## config.mk

```make
export PLATFORM = sky130hd
export DESIGN_NAME = dcache_mem_adapter_flat
export DESIGN_NICKNAME = d
export VERILOG_FILES = /design/src/rtl/dcache_mem_adapter_pkg.sv /design/src/rtl/dcache_ports_if.sv /design/src/rtl/mem_bus_if.sv /design/src/rtl/dcache_mem_align.sv /design/src/rtl/dcache_mem_adapter.sv /design/src/flat_wrapper.sv
export SDC_FILE = /design/constraint.sdc
export NUM_CORES = 1
export LEC_CHECK = 0
export ABC_AREA = 1
export BUFFER_PORTS_ARGS = -buffer_cell sky130_fd_sc_hd__buf_2
export CAP_MARGIN = 20
export CORE_AREA = 2 2 185 187
export CTS_CLUSTER_DIAMETER = 60
export CTS_CLUSTER_SIZE = 24
export DETAILED_ROUTE_END_ITERATION = 12
export DIE_AREA = 0 0 187 189
export HOLD_SLACK_MARGIN = 0.03
export PLACE_DENSITY = 0.73
export SLEW_MARGIN = 10
export SYNTH_ARGS = -nofsm -noshare
export SYNTH_HDL_FRONTEND = slang
export SYNTH_SLANG_ARGS = --single-unit
```

## constraint.sdc

```tcl
create_clock -name clk -period 1.85 [get_ports clk]
set_input_delay 0.2775 -clock clk [delete_from_list [all_inputs] [get_ports clk]]
set_output_delay 0.2775 -clock clk [all_outputs]
set_load 0.1 [all_outputs]
```

## src/rtl/dcache_mem_adapter_pkg.sv

```systemverilog
// Shared core types for the data-cache to 64-bit memory adapter:
// access sizes, the adapter FSM states and size-derived masks.
package dcache_mem_adapter_pkg;
  localparam int XLEN = 64;

  typedef enum logic [1:0] {SZ_B, SZ_H, SZ_W, SZ_D} inst_size_t;
  typedef enum logic [1:0] {IDLE, REQ, WAIT_RSP} adapter_state_e;

  function automatic logic [7:0] size_strb(input inst_size_t s);
    logic [7:0] m;
    unique case (s)
      SZ_B:    m = 8'h01;
      SZ_H:    m = 8'h03;
      SZ_W:    m = 8'h0F;
      default: m = 8'hFF;
    endcase
    return m;
  endfunction

  function automatic logic [XLEN-1:0] size_dmask(input inst_size_t s);
    logic [XLEN-1:0] m;
    unique case (s)
      SZ_B:    m = 64'h0000_0000_0000_00FF;
      SZ_H:    m = 64'h0000_0000_0000_FFFF;
      SZ_W:    m = 64'h0000_0000_FFFF_FFFF;
      default: m = '1;
    endcase
    return m;
  endfunction
endpackage

```

## src/rtl/dcache_ports_if.sv

```systemverilog
// Data-cache side of the adapter: store write port plus load request/response.
interface dcache_ports_if;
  import dcache_mem_adapter_pkg::*;
  logic [XLEN-1:0] waddr;
  inst_size_t      wsize;
  logic [XLEN-1:0] wdata;
  logic            wvalid;
  logic            wready;
  logic [XLEN-1:0] load_a_addr;
  inst_size_t      load_a_size;
  logic            load_a_valid;
  logic            load_a_ready;
  logic [XLEN-1:0] load_d_data;
  logic            load_d_valid;

  modport slave (
    input  waddr, wsize, wdata, wvalid, load_a_addr, load_a_size, load_a_valid,
    output wready, load_a_ready, load_d_data, load_d_valid
  );
  modport master (
    output waddr, wsize, wdata, wvalid, load_a_addr, load_a_size, load_a_valid,
    input  wready, load_a_ready, load_d_data, load_d_valid
  );
endinterface

```

## src/rtl/mem_bus_if.sv

```systemverilog
// Single-outstanding 64-bit memory bus: request channel plus response channel.
interface mem_bus_if;
  import dcache_mem_adapter_pkg::*;
  logic            mem_req_valid;
  logic            mem_req_ready;
  logic            mem_req_we;
  logic [XLEN-1:0] mem_req_addr;
  logic [63:0]     mem_req_wdata;
  logic [7:0]      mem_req_wstrb;
  logic            mem_rsp_valid;
  logic [63:0]     mem_rsp_rdata;

  modport master (
    output mem_req_valid, mem_req_we, mem_req_addr, mem_req_wdata, mem_req_wstrb,
    input  mem_req_ready, mem_rsp_valid, mem_rsp_rdata
  );
  modport slave (
    input  mem_req_valid, mem_req_we, mem_req_addr, mem_req_wdata, mem_req_wstrb,
    output mem_req_ready, mem_rsp_valid, mem_rsp_rdata
  );
endinterface

```

## src/rtl/dcache_mem_align.sv

```systemverilog
// Lane alignment shared by both paths: store strobe/data placement and
// load extraction (right-align, zero-extend to the access size).
module dcache_mem_align
  import dcache_mem_adapter_pkg::*;
(
  input  inst_size_t      size_i,
  input  logic [2:0]      offset_i,
  input  logic [XLEN-1:0] wdata_i,
  input  logic [XLEN-1:0] rdata_i,
  output logic [7:0]      wstrb_o,
  output logic [XLEN-1:0] wdata_o,
  output logic [XLEN-1:0] rdata_o
);
  logic [5:0] bit_sh;

  assign bit_sh  = {offset_i, 3'b000};
  // Boundary-crossing bytes fall off the top of the 8-bit strobe.
  assign wstrb_o = size_strb(size_i) << offset_i;
  assign wdata_o = wdata_i << bit_sh;
  assign rdata_o = (rdata_i >> bit_sh) & size_dmask(size_i);
endmodule

```

## src/rtl/dcache_mem_adapter.sv

```systemverilog
// Bridges dcache stores/loads onto a 64-bit memory bus, one transaction at
// a time; stores win same-cycle ties since the committed store is older.
module dcache_mem_adapter
  import dcache_mem_adapter_pkg::*;
(
  input  logic          clk,
  input  logic          rst,
  dcache_ports_if.slave dcache_ports_io,
  mem_bus_if.master     mem_bus_io
);
  adapter_state_e  state_q, state_d;
  logic [XLEN-1:0] addr_q, addr_d, data_q, data_d;
  inst_size_t      size_q, size_d;
  logic            we_q, we_d;
  logic            ld_vld_q, ld_vld_d;
  logic [XLEN-1:0] ld_data_q, ld_data_d;
  logic [31:0]     perf_cnt_q, perf_cnt_d;
  logic            idle, st_acc, ld_acc;
  logic [7:0]      al_strb;
  logic [XLEN-1:0] al_wdata, al_rdata;

  assign idle   = (state_q == IDLE) && !rst;
  assign st_acc = idle && dcache_ports_io.wvalid;
  assign ld_acc = idle && !dcache_ports_io.wvalid && dcache_ports_io.load_a_valid;

  dcache_mem_align u_align (
    .size_i  (size_q),
    .offset_i(addr_q[2:0]),
    .wdata_i (data_q),
    .rdata_i (mem_bus_io.mem_rsp_rdata),
    .wstrb_o (al_strb),
    .wdata_o (al_wdata),
    .rdata_o (al_rdata)
  );

  always_comb begin
    state_d    = state_q;
    addr_d     = addr_q;
    size_d     = size_q;
    we_d       = we_q;
    data_d     = data_q;
    ld_vld_d   = 1'b0;
    ld_data_d  = ld_data_q;
    perf_cnt_d = perf_cnt_q;
    unique case (state_q)
      IDLE: begin
        if (st_acc) begin
          addr_d  = dcache_ports_io.waddr;
          size_d  = dcache_ports_io.wsize;
          data_d  = dcache_ports_io.wdata;
          we_d    = 1'b1;
          state_d = REQ;
        end else if (ld_acc) begin
          addr_d  = dcache_ports_io.load_a_addr;
          size_d  = dcache_ports_io.load_a_size;
          data_d  = '0;
          we_d    = 1'b0;
          state_d = REQ;
        end
      end
      REQ: if (mem_bus_io.mem_req_ready) state_d = WAIT_RSP;
      WAIT_RSP: begin
        if (mem_bus_io.mem_rsp_valid) begin
          state_d  = IDLE;
          ld_vld_d = !we_q;
          if (!we_q) ld_data_d = al_rdata;
          if (perf_cnt_q != '1) perf_cnt_d = perf_cnt_q + 32'd1;
        end
      end
      default: state_d = IDLE;
    endcase
  end

  always_ff @(posedge clk) begin
    if (rst) begin
      state_q    <= IDLE;
      addr_q     <= '0;
      size_q     <= SZ_B;
      we_q       <= 1'b0;
      data_q     <= '0;
      ld_vld_q   <= 1'b0;
      ld_data_q  <= '0;
      perf_cnt_q <= '0;
    end else begin
      state_q    <= state_d;
      addr_q     <= addr_d;
      size_q     <= size_d;
      we_q       <= we_d;
      data_q     <= data_d;
      ld_vld_q   <= ld_vld_d;
      ld_data_q  <= ld_data_d;
      perf_cnt_q <= perf_cnt_d;
    end
  end

  assign dcache_ports_io.wready       = idle;
  assign dcache_ports_io.load_a_ready = idle && !dcache_ports_io.wvalid;
  assign dcache_ports_io.load_d_valid = ld_vld_q && !rst;
  assign dcache_ports_io.load_d_data  = rst ? '0 : ld_data_q;

  assign mem_bus_io.mem_req_valid = (state_q == REQ) && !rst;
  assign mem_bus_io.mem_req_we    = we_q;
  assign mem_bus_io.mem_req_addr  = {addr_q[XLEN-1:3], 3'b000};
  assign mem_bus_io.mem_req_wstrb = we_q ? al_strb : 8'h00;
  assign mem_bus_io.mem_req_wdata = al_wdata;
endmodule

```

## src/flat_wrapper.sv

```systemverilog
// flat-port wrapper written by rule: the top's interface ports become plain ports
module dcache_mem_adapter_flat import dcache_mem_adapter_pkg::*;
  (clk, rst, dcache_ports_io_waddr, dcache_ports_io_wsize, dcache_ports_io_wdata, dcache_ports_io_wvalid, dcache_ports_io_load_a_addr, dcache_ports_io_load_a_size, dcache_ports_io_load_a_valid, dcache_ports_io_wready, dcache_ports_io_load_a_ready, dcache_ports_io_load_d_data, dcache_ports_io_load_d_valid, mem_bus_io_mem_req_valid, mem_bus_io_mem_req_we, mem_bus_io_mem_req_addr, mem_bus_io_mem_req_wdata, mem_bus_io_mem_req_wstrb, mem_bus_io_mem_req_ready, mem_bus_io_mem_rsp_valid, mem_bus_io_mem_rsp_rdata);
  dcache_ports_if dcache_ports_io_i ();
  mem_bus_if mem_bus_io_i ();
  input  logic clk;
  input  logic rst;
  input wire logic [$bits(dcache_ports_io_i.waddr)-1:0] dcache_ports_io_waddr;
  input wire logic [$bits(dcache_ports_io_i.wsize)-1:0] dcache_ports_io_wsize;
  input wire logic [$bits(dcache_ports_io_i.wdata)-1:0] dcache_ports_io_wdata;
  input wire logic [$bits(dcache_ports_io_i.wvalid)-1:0] dcache_ports_io_wvalid;
  input wire logic [$bits(dcache_ports_io_i.load_a_addr)-1:0] dcache_ports_io_load_a_addr;
  input wire logic [$bits(dcache_ports_io_i.load_a_size)-1:0] dcache_ports_io_load_a_size;
  input wire logic [$bits(dcache_ports_io_i.load_a_valid)-1:0] dcache_ports_io_load_a_valid;
  output wire logic [$bits(dcache_ports_io_i.wready)-1:0] dcache_ports_io_wready;
  output wire logic [$bits(dcache_ports_io_i.load_a_ready)-1:0] dcache_ports_io_load_a_ready;
  output wire logic [$bits(dcache_ports_io_i.load_d_data)-1:0] dcache_ports_io_load_d_data;
  output wire logic [$bits(dcache_ports_io_i.load_d_valid)-1:0] dcache_ports_io_load_d_valid;
  output wire logic [$bits(mem_bus_io_i.mem_req_valid)-1:0] mem_bus_io_mem_req_valid;
  output wire logic [$bits(mem_bus_io_i.mem_req_we)-1:0] mem_bus_io_mem_req_we;
  output wire logic [$bits(mem_bus_io_i.mem_req_addr)-1:0] mem_bus_io_mem_req_addr;
  output wire logic [$bits(mem_bus_io_i.mem_req_wdata)-1:0] mem_bus_io_mem_req_wdata;
  output wire logic [$bits(mem_bus_io_i.mem_req_wstrb)-1:0] mem_bus_io_mem_req_wstrb;
  input wire logic [$bits(mem_bus_io_i.mem_req_ready)-1:0] mem_bus_io_mem_req_ready;
  input wire logic [$bits(mem_bus_io_i.mem_rsp_valid)-1:0] mem_bus_io_mem_rsp_valid;
  input wire logic [$bits(mem_bus_io_i.mem_rsp_rdata)-1:0] mem_bus_io_mem_rsp_rdata;
  assign dcache_ports_io_i.waddr = dcache_ports_io_waddr;
  assign dcache_ports_io_i.wsize = dcache_ports_io_wsize;
  assign dcache_ports_io_i.wdata = dcache_ports_io_wdata;
  assign dcache_ports_io_i.wvalid = dcache_ports_io_wvalid;
  assign dcache_ports_io_i.load_a_addr = dcache_ports_io_load_a_addr;
  assign dcache_ports_io_i.load_a_size = dcache_ports_io_load_a_size;
  assign dcache_ports_io_i.load_a_valid = dcache_ports_io_load_a_valid;
  assign dcache_ports_io_wready = dcache_ports_io_i.wready;
  assign dcache_ports_io_load_a_ready = dcache_ports_io_i.load_a_ready;
  assign dcache_ports_io_load_d_data = dcache_ports_io_i.load_d_data;
  assign dcache_ports_io_load_d_valid = dcache_ports_io_i.load_d_valid;
  assign mem_bus_io_mem_req_valid = mem_bus_io_i.mem_req_valid;
  assign mem_bus_io_mem_req_we = mem_bus_io_i.mem_req_we;
  assign mem_bus_io_mem_req_addr = mem_bus_io_i.mem_req_addr;
  assign mem_bus_io_mem_req_wdata = mem_bus_io_i.mem_req_wdata;
  assign mem_bus_io_mem_req_wstrb = mem_bus_io_i.mem_req_wstrb;
  assign mem_bus_io_i.mem_req_ready = mem_bus_io_mem_req_ready;
  assign mem_bus_io_i.mem_rsp_valid = mem_bus_io_mem_rsp_valid;
  assign mem_bus_io_i.mem_rsp_rdata = mem_bus_io_mem_rsp_rdata;
  dcache_mem_adapter u_core (.clk(clk), .rst(rst), .dcache_ports_io(dcache_ports_io_i), .mem_bus_io(mem_bus_io_i));
endmodule
```

==> flow_summary.html <==
<table>
<tr><th>Metric</th><th>Value</th></tr>
<tr><th colspan="2">Run status</th></tr>
<tr><td>Result of the run</td><td>finished, violations left</td></tr>
<tr><td>Failing checks</td><td>setup timing</td></tr>
<tr><th colspan="2">Floorplan</th></tr>
<tr><td>Starting utilization of the core area</td><td>0.376</td></tr>
<tr><td>Die ar.</td><td>35300 sq um</td></tr>
<tr><td>Rows</td><td>67</td></tr>
<tr><td>Die height</td><td>189 um</td></tr>
<tr><td>Core Box Area</td><td>33300 sq um</td></tr>
<tr><td>Floorplan die width</td><td>187 um</td></tr>
<tr><td>I/O pin count</td><td>471</td></tr>
<tr><th colspan="2">STA</th></tr>
<tr><td>Setup WS post-layout</td><td>-403 ps</td></tr>
<tr><td>Endpoints failing hold</td><td>0</td></tr>
<tr><td>Final critical-path share of the clock period</td><td>1.22</td></tr>
<tr><td>Max Clock Freq</td><td>444 MHz</td></tr>
<tr><td>Worst-margin pin slew</td><td>705 ps</td></tr>
<tr><td>Remaining max-slew budget at the tightest pin</td><td>0.530</td></tr>
<tr><td>Setup-failing EPs final</td><td>72</td></tr>
<tr><td>Fin. max-slew vios</td><td>0</td></tr>
<tr><td>Time the worst path needs with I/O delays and setup</td><td>2250 ps</td></tr>
<tr><td>Setup skew after layout</td><td>9.49 ps</td></tr>
<tr><td>Setup repair after global routing missed its margin</td><td>true</td></tr>
<tr><th colspan="2">Cells and area</th></tr>
<tr><td>NumNets Final</td><td>2785</td></tr>
<tr><td>Area growth, synth to finish</td><td>51.5%</td></tr>
<tr><td>Fraction of final layout cells with drive strength greater than 1</td><td>0.330</td></tr>
<tr><td>Post-Route Utilization</td><td>0.570</td></tr>
<tr><th colspan="2">Detailed routing</th></tr>
<tr><td>Number of iterations in the first detailed-routing pass</td><td>5</td></tr>
<tr><td>Vias post-DR</td><td>15000</td></tr>
<tr><td>Violation count after the first detailed-routing iteration</td><td>1275</td></tr>
<tr><td>Number of remaining DRC errors</td><td>0</td></tr>
<tr><td>WL per Instance</td><td>17.5 um</td></tr>
<tr><td>Detailed-route vias per instance</td><td>5.00</td></tr>
<tr><td>Detailed-route wire length</td><td>52.2 mm</td></tr>
<tr><td>Antenna violation net count after detailed routing</td><td>0</td></tr>
<tr><th colspan="2">Placed design</th></tr>
<tr><td>DP HPWL</td><td>38.7 mm</td></tr>
<tr><td>Port Buf Inserts</td><td>467</td></tr>
<tr><td>Final RePlAce weighted congestion</td><td>0.948</td></tr>
<tr><td>Dpl ws</td><td>4.78 ps</td></tr>
<tr><th colspan="2">Worst hold path</th></tr>
<tr><td>Type of the worst min-delay path</td><td>in -&gt; reg</td></tr>
<tr><th colspan="2">Logic synthesis</th></tr>
<tr><td>Synth Area in Adders</td><td>0</td></tr>
<tr><td>Mean instance size in the synthesized netlist</td><td>5.88 sq um</td></tr>
<tr><td>Share of Yosys cell area claimed by the top area cell type</td><td>0.316</td></tr>
<tr><td>Yosys synthesis warning count</td><td>0</td></tr>
<tr><td>Fraction of the yosys area taken by sequential cells</td><td>0.316</td></tr>
<tr><td>Top area cells in the synthesized netlist</td><td>sky130_fd_sc_hd__dfxtp_1 32%, sky130_fd_sc_hd__nand2_1 26%, sky130_fd_sc_hd__nand3_1 7.1%</td></tr>
<tr><td>Async S/R FF share, synth</td><td>0</td></tr>
<tr><td>Synthesized-area fraction occupied by ao, oa, aoi and oai cells</td><td>0.122</td></tr>
<tr><td>Cell taking the most area after synthesis</td><td>sky130_fd_sc_hd__dfxtp_1</td></tr>
<tr><td>Synth cell types</td><td>36</td></tr>
<tr><td>Share of cell area taken by muxes after synthesis</td><td>0</td></tr>
<tr><td>Summed instance area of the synthesized netlist</td><td>12500 sq um</td></tr>
<tr><td>Number of flops mapped to enable cells by yosys</td><td>0</td></tr>
<tr><td>Area fraction in and, or, nand and nor cells after synthesis</td><td>0.390</td></tr>
<tr><td>Area share of xor/xnor cells in the synthesized design</td><td>0</td></tr>
<tr><td>Primary flip-flop cell chosen by synthesis mapping</td><td>sky130_fd_sc_hd__dfxtp_1</td></tr>
<tr><td>Number of cells produced by synthesis</td><td>2131</td></tr>
<tr><td>Main combinational cell family by area after synthesis</td><td>simple AND/OR/NAND/NOR gates</td></tr>
<tr><td>Most numerous cell in the Yosys netlist</td><td>sky130_fd_sc_hd__nand2_1</td></tr>
<tr><td>Post-synth top cells</td><td>874 x sky130_fd_sc_hd__nand2_1, 228 x sky130_fd_sc_hd__inv_1, 198 x sky130_fd_sc_hd__dfxtp_1, 178 x sky130_fd_sc_hd__nand3_1, 123 x sky130_fd_sc_hd__a21oi_1</td></tr>
<tr><td>Number of synthesized register bits</td><td>198</td></tr>
<tr><th colspan="2">Pwr</th></tr>
<tr><td>Static power due to leakage</td><td>9.39 nW</td></tr>
<tr><td>Cell Pwr Density</td><td>847 nW/um^2</td></tr>
<tr><td>Worst vdd rail ir drop</td><td>812 uV</td></tr>
<tr><th colspan="2">Global route</th></tr>
<tr><td>Global route total overflow</td><td>0</td></tr>
<tr><td>First-pass GRT wire length</td><td>78.5 mm</td></tr>
<tr><td>Maximum number of pins on one net before global-route repair</td><td>68</td></tr>
<tr><td>All-Layer GR Usage</td><td>0.286</td></tr>
<tr><td>Number of antenna violations at the first check in global routing</td><td>8</td></tr>
<tr><td>Number of global-route vias before repair</td><td>13800</td></tr>
<tr><th colspan="2">CTS</th></tr>
<tr><td>Clock input transition at the sequential cells of the worst setup and hold paths</td><td>80 ps</td></tr>
<tr><td>TritonCTS Sinks</td><td>198</td></tr>
<tr><td>Root buf cell</td><td>sky130_fd_sc_hd__clkbuf_16</td></tr>
<tr><td>Number of CTS-inserted buffers</td><td>17</td></tr>
<tr><td>Clock latency on the worst-skew pair</td><td>450 ps</td></tr>
<tr><td>CTS tree</td><td>yes</td></tr>
<tr><td>Max Root-Sink Buffers</td><td>2</td></tr>
<tr><td>CTS H-tree depth</td><td>4</td></tr>
<tr><th colspan="2">Setup path</th></tr>
<tr><td>Setup slack, reg-to-reg</td><td>100 ps</td></tr>
<tr><td>Crit path kind</td><td>reg -&gt; out</td></tr>
<tr><td>Worst-path fanout max</td><td>16</td></tr>
<tr><td>Sort of element at the start of the critical path</td><td>flop</td></tr>
<tr><td>Critical Path Sink Type</td><td>output port</td></tr>
<tr><td>Critical Path AT</td><td>1980 ps</td></tr>
<tr><td>Required time of the worst setup path</td><td>1570 ps</td></tr>
<tr><th colspan="2">Run</th></tr>
<tr><td>Maximum capacitance violations</td><td>0</td></tr>
</table>
logic make-up (layout without fill, tap and decap cells):
family / after synthesis / count (layout)
AO/OA/AOI/OAI: 285 / 285
buffers and inverters: 443 / 842
flip-flops: 198 / 198
other: 1 / 11
AND/OR/NAND/NOR: 1204 / 1204
where the power goes:
| part | total, W | internal [W] | switching [W] |
|---|---|---|---|
| sequential | 0.00471 | 0.00450 | 0.000214 |
| combinational | 0.00765 | 0.00241 | 0.00524 |
| clock | 0.00371 | 0.00189 | 0.00183 |
| total | 0.0161 | 0.00879 | 0.00728 |
through the flow:
| step | power, W | cells | instance area, sq um | setup TNS, ps | hold slack [ps] |
|---|---|---|---|---|---|
| 4_1_cts | 0.0160 | 2968 | 18700 | -20490 | 52.4 |
| 3_5_place_dp | 0.0119 | 2916 | 17400 | 0 | 459 |
| 3_3_place_gp | 0.0119 | 2916 | 17400 | -26.0 | 454 |
| 2_1_floorplan | 0.00987 | 2133 | 13300 | -40690 | 425 |
| 6_report | 0.0161 | 2988 | 19000 | -20730 | 71.7 |
| 5_1_grt | 0.0167 | 2986 | 19000 | -25010 | 57.8 |
placed cells by master, fill, tap and decap left out, types with 12 or more instances in the layout:
cell                          n
sky130_fd_sc_hd__buf_12     137
sky130_fd_sc_hd__buf_2      351
sky130_fd_sc_hd__inv_1      224
sky130_fd_sc_hd__buf_4       61
sky130_fd_sc_hd__dfxtp_1    192
sky130_fd_sc_hd__nand2_2     27
sky130_fd_sc_hd__o21ai_0     45
sky130_fd_sc_hd__a21oi_2     13
sky130_fd_sc_hd__nor2_1      62
sky130_fd_sc_hd__o21ai_2     12
sky130_fd_sc_hd__buf_6       15
sky130_fd_sc_hd__clkbuf_16   17
sky130_fd_sc_hd__nand3_2     22
sky130_fd_sc_hd__a21oi_1    122
sky130_fd_sc_hd__nor2_4      41
sky130_fd_sc_hd__nand2_4     22
sky130_fd_sc_hd__o21ai_1     47
sky130_fd_sc_hd__o21ai_4     22
sky130_fd_sc_hd__nand2_1    829
sky130_fd_sc_hd__nor2_2      13
sky130_fd_sc_hd__nand3_1    155
layout make-up:
| class | count | area (sq um) |
|---|---|---|
| Antenna cell | 8 | 20.0 |
| Clock buffer | 20 | 437 |
| Clock inverter | 12 | 125 |
| Fill cell | 3118 | 14300 |
| Inverter | 237 | 920 |
| Multi-Input combinational cell | 1492 | 7560 |
| Sequential cell | 198 | 3980 |
| Tap cell | 448 | 561 |
| Timing Repair Buffer | 573 | 5370 |
repair_timing:
item,CTS,global route
cloned,8,0
pin swaps,16,23
gates resized for setup,121,49
hold buffers,0,0
setup endpoints to repair,72,128
setup buffers,13,16
flip-flops by register name, indices dropped and copies added (netlist names):
signal,count
u_core.ld_vld_q,1
u_core.mem_bus_io.mem_req_we,1
u_core.data_q,64
u_core.size_q,2
u_core.ld_data_q,64
u_core.addr_q,64
u_core.state_q,2
path summary, 6_finish.rpt:
kind	from	endpoint	cells past startpoint
worst min-delay path	dcache_ports_io_wdata[50]	u_core.data_q[50]	3
worst min register to register	u_core.data_q[61]	u_core.data_q[61]	2
worst max register to register	u_core.addr_q[0]	u_core.ld_data_q[15]	8
worst max-delay path	u_core.addr_q[0]	mem_bus_io_mem_req_wdata[49]	6
critical path, cell delays in order, from the launching register on:
cell and delay, ps:
sky130_fd_sc_hd__dfxtp_4 410, sky130_fd_sc_hd__buf_12 170, sky130_fd_sc_hd__nor2_4 270, sky130_fd_sc_hd__a22oi_2 150, sky130_fd_sc_hd__buf_4 160, sky130_fd_sc_hd__o21ai_4 160, sky130_fd_sc_hd__buf_12 190
routing by layer:
| layer | GRT usage | wire length [um] | share of wire |
|---|---|---|---|
| met1 | 0.360 | 21000 | 0.40 |
| met2 | 0.467 | 24700 | 0.47 |
| met3 | 0.0558 | 4030 | 0.077 |
| met4 | 0.145 | 2520 | 0.048 |
| met5 | 0 | 27 | 0.00052 |
Note: power is estimated with default switching activity, not from simulation.
